## config.mk

```make
export PLATFORM = sky130hd
export DESIGN_NAME = instr_fetch
export DESIGN_NICKNAME = d
export VERILOG_FILES = /design/src/rtl/instr_fetch_pkg.sv /design/src/rtl/instr_fetch.sv
export SDC_FILE = /design/constraint.sdc
export NUM_CORES = 1
export LEC_CHECK = 0
export CAP_MARGIN = 20
export CORE_MARGIN = 2
export CORE_UTILIZATION = 35
export DETAILED_ROUTE_END_ITERATION = 16
export PLACE_DENSITY = 0.95
export SLEW_MARGIN = 30
export SYNTH_ARGS = -nofsm -noshare
export SYNTH_HDL_FRONTEND = slang
export SYNTH_SLANG_ARGS = --single-unit
```

## constraint.sdc

```tcl
create_clock -name clk -period 3.7 [get_ports clk]
set_input_delay 0.74 -clock clk [delete_from_list [all_inputs] [get_ports clk]]
set_output_delay 0.74 -clock clk [all_outputs]
set_load 0.05 [all_outputs]
```

## src/rtl/instr_fetch_pkg.sv

```systemverilog
// Shared CPU definitions: PC source select codes and fetch sequencer state encoding.
package instr_fetch_pkg;

    localparam logic [1:0] PC_SEL_DEFAULT = 2'b00;
    localparam logic [1:0] PC_SEL_IMM     = 2'b01;
    localparam logic [1:0] PC_SEL_MEMADDR = 2'b10;

    typedef enum logic [1:0] {
        StIdle = 2'b00,
        StReq  = 2'b01,
        StWait = 2'b10,
        StHold = 2'b11
    } fetch_state_e;

endpackage

```

## src/rtl/instr_fetch.sv

```systemverilog
// Instruction fetch sequencer: reads the word at pc_cnt, holds it in ir until accepted
// downstream, then issues one PC advance (sequential, relative branch or absolute jump).
module instr_fetch
    import instr_fetch_pkg::*;
#(
    parameter int unsigned ADDR_W = 16,
    parameter int unsigned DATA_W = 16
) (
    input  logic              clk,
    input  logic              rst,
    input  logic [ADDR_W-1:0] pc_cnt,
    output logic              pc_en,
    output logic [1:0]        pc_sel,
    output logic [ADDR_W-1:0] pc_imm,
    output logic [ADDR_W-1:0] pc_mem_addr,
    output logic [ADDR_W-1:0] imem_addr,
    output logic              imem_rd,
    input  logic [DATA_W-1:0] imem_rdata,
    output logic [DATA_W-1:0] ir,
    output logic [ADDR_W-1:0] ir_addr,
    output logic              ir_valid,
    input  logic              ir_ready,
    input  logic              br_taken,
    input  logic [ADDR_W-1:0] br_disp,
    input  logic              jmp_taken,
    input  logic [ADDR_W-1:0] jmp_target
);

    fetch_state_e      r_state;
    fetch_state_e      w_state_d;
    logic [DATA_W-1:0] r_ir;
    logic [ADDR_W-1:0] r_ir_addr;
    logic              r_ir_valid;
    logic              w_hs;

    assign imem_addr = pc_cnt;
    assign ir        = r_ir;
    assign ir_addr   = r_ir_addr;
    assign ir_valid  = r_ir_valid;

    assign w_hs = (r_state == StHold) & r_ir_valid & ir_ready;

    always_comb begin
        w_state_d   = r_state;
        imem_rd     = 1'b0;
        pc_en       = 1'b0;
        pc_sel      = PC_SEL_DEFAULT;
        pc_imm      = '0;
        pc_mem_addr = '0;
        unique case (r_state)
            StIdle: w_state_d = StReq;
            StReq: begin
                imem_rd   = 1'b1;
                w_state_d = StWait;
            end
            StWait: w_state_d = StHold;
            StHold: begin
                if (w_hs) begin
                    pc_en     = 1'b1;
                    w_state_d = StReq;
                    // Jump outranks branch when both are flagged.
                    if (jmp_taken) begin
                        pc_sel      = PC_SEL_MEMADDR;
                        pc_mem_addr = jmp_target;
                    end else if (br_taken) begin
                        pc_sel = PC_SEL_IMM;
                        pc_imm = br_disp;
                    end
                end
            end
        endcase
    end

    always_ff @(posedge clk or negedge rst) begin
        if (!rst) begin
            r_state    <= StIdle;
            r_ir       <= '0;
            r_ir_addr  <= '0;
            r_ir_valid <= 1'b0;
        end else begin
            r_state <= w_state_d;
            if (r_state == StReq) begin
                r_ir_addr <= pc_cnt;
            end
            if (r_state == StWait) begin
                r_ir       <= imem_rdata;
                r_ir_valid <= 1'b1;
            end else if (w_hs) begin
                r_ir_valid <= 1'b0;
            end
        end
    end

endmodule

```

# Word level (Yosys, flattened, before mapping)
# Cells that the tools add are included.
# Widths: inputs -> output; s select.
# word_totals
reg_bits	35
latch_bits	0
ramBits	0
mem_bits_ro	0
inputBits	69
out_inout_bits	85
elab_cells	30
memories	0
# op_classes
add_sub_neg	0
multipliers	0
div_mod_pow	0
magnitude_cmp	0
eq_ne	4
shift	0
n_mux	18
bitwise_logic	2
reduce_logical	2
# ops
cell	n
$mux 16	7
$mux 2	4
$pmux 2 s4	1
$mux 1	6
$eq 2x2->1 const B	2
$and 1x1->1	2
$eq 2x1->1 const B	1
$logic_not 2->1	1
$ne 2x2->1 const B	1
$reduce_bool 2->1	1

# Depth between registers and ports, before layout
# logic_depth
depth_word	5
depth_mapped	5
mapped_depth_nobuf	3

# Least setup slack after synthesis
# Ideal clock, no wire load.
# synth_path
path_kind	reg2out
from	register r_ir_valid, in the netlist ir_valid
to	output port pc_imm[0]
t_arrival_ns	2.241
t_required_ns	2.960
slack_ns	0.719
stages_incl_launch_ff	4
path_buffers	1
cell_sequence	dfrtp_1 > nand4_4 > buf_6 > nor3b_1
# synth_between
elab_chain_cells	4
# synth_rtl
element	line_no	source
start: declaration	instr_fetch.sv:33	logic r_ir_valid;
start signal: assignment	instr_fetch.sv:79	r_ir_valid <= 1'b0;
start signal: assignment	instr_fetch.sv:87	r_ir_valid <= 1'b1;
start signal: assignment	instr_fetch.sv:89	r_ir_valid <= 1'b0;
$and 1x1->1 (2 in series)	instr_fetch.sv:41	assign w_hs = (r_state == StHold) & r_ir_valid & ir_ready;
$mux 16	instr_fetch.sv:58	if (w_hs) begin
$mux 16	instr_fetch.sv:50	unique case (r_state)
end: declaration	instr_fetch.sv:14	output logic [ADDR_W-1:0] pc_imm,
# Every way passes these cells.

# Worst setup path after layout
# layout_path
from	input port ir_ready
to	output port pc_imm[5]
# layout_between
elab_chain_cells	3
# layout_rtl
element	line_no	source
start: declaration	instr_fetch.sv:22	input logic ir_ready,
$and 1x1->1	instr_fetch.sv:41	
$mux 16	instr_fetch.sv:58	
$mux 16	instr_fetch.sv:50	
# Every way passes these cells.

==> impl_metrics.csv <==
group,metric,value,unit
sta,fin_setup_tns,0,ns
synth,synthXorXnorAreaFrac,0,
pwr,power_density,225,mW/mm²
clock_tree,post_cts_resized,0,
setup_path,startpoint,"ir_ready",
floorplan,core-area,0.00504,mm²
synth,synthAdderAreaFrac,0.0276,
setup_path,critPathKind,"in -> out",
setup_path,r2r_start,"r_state[0]",
synth,seq_area_frac_synth,0.484,
synth,synth.largest_area_cell,"dfrtp_1",
setup_path,crit_family,"buffers and inverters",
floorplan,start_util,0.359,
route,postRouteAntennaNets,0,
sta,max_slew.worst_pin.slew,0.788,ns
floorplan,die_w,75.9,µm
clock_tree,cts_tree,"done",
route,drt_iter0_markers,24,
synth,synth.distinct_cells,21,
floorplan,io_pins,154,
finish,fillCellCount,368,
route,drt-total-wl,5260,µm
sta,setup_viol_count_final,0,
sta,hold_viol,0,
synth,synth.avg_cell_area,13.0,µm²
clock_tree,h-tree-depth,2,
finish,final_layout_size_suffix_gt1_frac,0.274,
sta,finalCritPeriodShare,0.924,
setup_path,cp_cell_sequence,"clkdlybuf4s50_1 > nand4_4 > nor3b_1 > clkdlybuf4s50_1",
pwr,peakVddDrop,0.185,mV
grt,grt_usage,0.182,
synth,ys.flop_type,"dfrtp_1",
route,drtPass1Iterations,2,
sta,skew,0.00624,ns
synth,synth_mux_area_frac,0.210,
synth,yosys_warnings,0,
synth,synth_edf_count,0,
route,wire_per_inst,15.2,µm
floorplan,rows,26,
synth,ys_ff_latch,35,
floorplan,die-area,0.00576,mm²
pwr,power,0.783,mW
grt,grt_max_degree,36,
synth,syn-num-nets,212,
clock_tree,post_cts_buffers,0,
job,max_cap_violations,0,
grt,grt_overflow,0,
outcome,status,"complete, no violations",
synth,syn_inst,139,
clock_tree,cts.sinks,35,
clock_tree,root_buffer,"clkbuf_8",
setup_path,critPathMaxFanout,16,
placed_design,dpl.hpwl,4150,µm
synth,synthSimpleGateAreaFrac,0.160,
finish,n_antenna_cell,0,
pwr,p_leak,1.54,nW
route,drc,0,
sta,hold_ws,0.508,ns
synth,synthArstFlopShare,1.00,
floorplan,die_h,75.9,µm
sta,slew_headroom,0.475,
placed_design,gp_congestion,0.727,
clock_tree,path_clk_slew,0.07,ns
clock_tree,cts_hold_buf,0,
sta,period_minus_slack,3.42,ns
clock_tree,cts_buffers,5,
finish,layout_commonest_cell,"clkdlybuf4s50_1",
synth,synth_compound_area_frac,0.00829,
finish,final_cell_mix,"clkdlybuf4s50_1 (127), dfrtp_1 (35), mux2_2 (32)",
synth,syn-cell-area,0.00181,mm²
route,vias_per_cell,4.47,
hold_path,worstHoldStart,"ir[7]",
synth,synth_top_family_by_area,"multiplexers",
setup_path,critPathRequiredTime,2.96,ns
setup_path,critical-path-max-stage-delay,0.85,ns
grt,grt_pass1_wl,8420,µm
grt,first_global_vias,1647,
grt,antenna_found_initial,0,
setup_path,cpMostUsedCell,"clkdlybuf4s50_1",
sta,fmax,0.292,GHz
clock_tree,clockBufferDepth,2,
finish,areaGrowthSynthToFinish,92.1,%
setup_path,cp-end-kind,"primary output",
clock_tree,worstSkewPairLatency,0.28,ns
hold_path,hp-class,"reg -> reg",
synth,synthTopCellsByArea,"dfrtp_1 (48%), mux2_2 (20%), buf_4 (6.6%), nor3b_1 (6.2%), and2_4 (4.4%)",
route,vias,1551,
finish,final_util,0.690,
sta,rsz0062_at_grt,"false",
setup_path,start_kind,"input port",
placed_design,io_buffers,153,
setup_path,cpMaxStageDelayCell,"clkdlybuf4s50_1",
setup_path,critPathArrivalTime,2.68,ns
setup_path,crit_buf_inv,2,
finish,layout.nets,349,
sta,maxSlewViolCount,0,
synth,yosysTopAreaCellShare,0.484,
## registers in the layout (all words and copies together) (netlist names)
register and cells:
ir 16, r_state 2, ir_valid 1, ir_addr 16
## power breakdown
part           total [mW]  leakage (nW)  internal (mW)  switching (mW)
Sequential          0.382         0.479          0.382               0
Combinational       0.138          1.02         0.0790          0.0585
Clock               0.263        0.0422          0.132           0.131
## area by class of cell
| type | count | area, µm² | share of cell area |
|---|---|---|---|
| clock buffer | 7 | 76.3 | 0.0219 |
| sequential | 35 | 876 | 0.252 |
| inverter | 2 | 7.51 | 0.00216 |
| timing repair buffer | 155 | 1690 | 0.486 |
| multi-input combinational | 77 | 734 | 0.211 |
| clock inverter | 1 | 5.00 | 0.00144 |
| tap | 70 | 87.6 | 0.0252 |
## cell families after synthesis
kind of cell,Yosys count
AO/OA/AOI/OAI,2
AND/OR/NAND/NOR,37
multiplexers,34
adder cells (fa/ha/maj),4
buffers and inverters,27
flip-flops,35
## worst register-to-register path: cells and delay by family, from the launching register on
family,cells,cell delay [ns]
buf+inv,1,0.09
fa+ha+maj,1,0.67
mux,1,0.42
flops,1,0.42
## cell usage after synthesis (all sizes together) (2+ instances only)
library cell and instances:
and2 16, buf 24, dfrtp 35, ha 4, inv 2, mux2 32, mux2i 2, nor3b 15
## path summary, 6_finish.rpt
check | endpoint | slack [ns] | depth (start not counted)
worst max-delay path | pc_imm[5] | 0.28 | 4
worst min-delay path | ir[7] | 0.51 | 1
worst max register to register | ir[15] | 1.98 | 3
worst min register to register | ir[7] | 0.51 | 1
max in group asynchronous | ir[11] | 2.67 | 1
min in group asynchronous | ir_addr[14] | 0.54 | 1
## metal layers
layer / track usage / vias up / wire, µm
met5: 0 / - / 0
met4: 0.0436 / 0 / 26
met3: 0.0643 / 2 / 465
met2: 0.329 / 88 / 2680
met1: 0.205 / 729 / 2090
li1: - / 732 / -
## through the flow
| step | area (µm²) | cells | worst slack [ns] |
|---|---|---|---|
| 2_1_floorplan | 1810 | 139 | 0.719 |
| 6_report | 3480 | 347 | 0.281 |
| 3_5_place_dp | 3400 | 339 | 0.289 |
| 3_3_place_gp | 3400 | 339 | 0.348 |
| 5_1_grt | 3480 | 347 | 0.146 |
| 4_1_cts | 3480 | 347 | 0.281 |
No activity file was read; power rests on OpenSTA's default activity.
==> edit: new RTL, same settings <==
The parameter `ADDR_W` goes from 16 to 17.
--- a/src/rtl/instr_fetch.sv
+++ b/src/rtl/instr_fetch.sv
@@ -3,7 +3,7 @@
 module instr_fetch
     import instr_fetch_pkg::*;
 #(
-    parameter int unsigned ADDR_W = 16,
+    parameter int unsigned ADDR_W = 17,
     parameter int unsigned DATA_W = 16
 ) (
     input  logic              clk,
Ports: changed (7 resized); port bits go from 154 to 161. The function was not compared with the original's and may differ.
==> edit against the original RTL <==
- power is 5.0% higher
- synthesized area is 3.6% higher
- sequential power is 3% higher
- design area is 3.4% higher
- cell count is 3.2% higher
- critical path depth stayed put
- sequential cell count is 1 higher
- wire length is 13% higher
- clock skew is 4.1 ps lower
- first-iteration DRC count is 4.2% lower
- worst setup slack better by 300 ps
- worst hold slack worse by 3.5 ps
==> edit: results (changes against the original RTL) <==
- Async set-reset flop share out of synthesis: 1.00 (unchanged)
- Max FO, Critical Path: 18 (+2)
- # resized after CTS: 0 (unchanged)
- Vias in the first global route: 1724 (+4.7%)
- Slew HR: 0.463 (-0.0121)
- Cts hold-fix bufs: 0 (unchanged)
- Seq/Total Area, Yosys: 0.480 (-0.00344)
- CP delay by family, top: simple AND/OR/NAND/NOR gates
- Post-synth top cells: dfrtp_1, mux2_2, buf_4, nor3b_1, and2_4
- Via count: 1613 (+4.0%)
- First-pass iteration count of the detailed router: 4 (+2)
- Register-to-Register Setup Slack: 1990 ps
- Post-Route Skew: 2.16 ps (-4.08 ps)
- Critical R2R Capture: ir[1]
- Hold path depth: 1 (unchanged)
- Post-synth cell types: 22 (+4.8%)
- Crit-path max cell delay: 620 ps (-230 ps)
- Hold Crit Class: flop to flop
- Status: finished clean
- WHS Endpoint: ir_addr[5]
- Clock Path Buffers: 2 (unchanged)
- Post-CTS Setup Repair Bufs: 0 (unchanged)
- Share of layout cells above drive strength 1: 0.309 (+0.0347)
- Place WS: 595 ps (+306 ps)
- Root buf cell: clkbuf_8
- WHS: 505 ps (-3.54 ps)
- Worst Path Arrival: 2380 ps (-300 ps)
- Placer Congestion: 0.734 (+0.85%)
- Drt initial violations: 23 (-4.2%)
- Static Leak: 0.00162 uW (+5.1%)
- Final HPWL DP: 4870 um (+17%)
- Number of antenna violations at the first check in global routing: 0 (unchanged)
- Slowest CP cell: and4_1
- Worst-Skew Late Latency: 280 ps (about the same)
- I/O Buffers: 160 (+4.6%)
- First-pass GRT wire length: 9060 um (+7.6%)
- Global Route Usage Sum: 0.197 (+0.0153)
- CTS Buf Count: 5 (unchanged)
- Worst R2R Path Depth: 3 (unchanged)
- Area contributors post-synth: dfrtp_1, mux2_2, buf_4
- Final WL: 5940 um (+13%)
- Maximum vdd drop: 0.211 mV (+14%)
- Syn nets: 220 (+3.8%)
- Largest net degree at the start of global routing: 37 (+2.8%)
- Nets@finish: 363 (+4.0%)
- Hold Crit Start: ir_addr[5]
## edit: cell types whose count changed after synthesis, sizes merged
cell	delta
and2	+1
nor3b	+1
dfrtp	+1
buf	+1
mux2	+1
## edit: cell type report
cell class	instances	area, um^2
fill	384	1540
timing repair buffer	162	1750
inverter	2	7.51
sequential	36	901
tap	70	87.6
multi-input combinational	80	764
clock buffer	8	90.1
## edit: metrics by stage
step | instances | cell area (um^2) | total power, uW
after floorplan | 144 | 1880 | 457
final | 358 | 3600 | 822
after detailed placement | 350 | 3510 | 547
after global placement | 350 | 3510 | 545
after global routing | 358 | 3600 | 864
after CTS | 358 | 3600 | 840
## edit: where the power goes
| group | switching (uW) | internal, uW | total, uW |
|---|---|---|---|
| Clock | 132 | 152 | 284 |
| Combinational | 61.5 | 83.5 | 145 |
| Sequential | 0 | 393 | 393 |
## edit: worst max path at each step
| stage | startpoint | end | slack, ps | depth (start not counted) |
|---|---|---|---|---|
| finish | ir_ready | pc_mem_addr[6] | 580 | 4 |
| global route | ir_ready | pc_mem_addr[3] | 470 | 4 |
| CTS | ir_ready | pc_mem_addr[6] | 570 | 4 |
| detailed placement | ir_ready | pc_mem_addr[6] | 590 | 4 |
| global placement | ir_ready | pc_en | 640 | 3 |
| floorplan | ir_valid | pc_imm[0] | 710 | 3 |
## edit: routing by layer
metal	track usage	share of wire	up-vias
met5	0	0	-
met4	0.0536	0.011	0
met2	0.368	0.54	91
li1	-	-	759
met3	0.0753	0.090	4
met1	0.204	0.36	759
## edit: kinds of logic after synthesis
kind of cell | count (synthesis) | share of synthesized area
buffers and inverters | 28 | 0.112
AND/OR/NAND/NOR | 39 | 0.164
flip-flops | 36 | 0.480
AO/OA/AOI/OAI | 2 | 0.00801
adder cells (fa/ha/maj) | 4 | 0.0267
multiplexers | 35 | 0.209
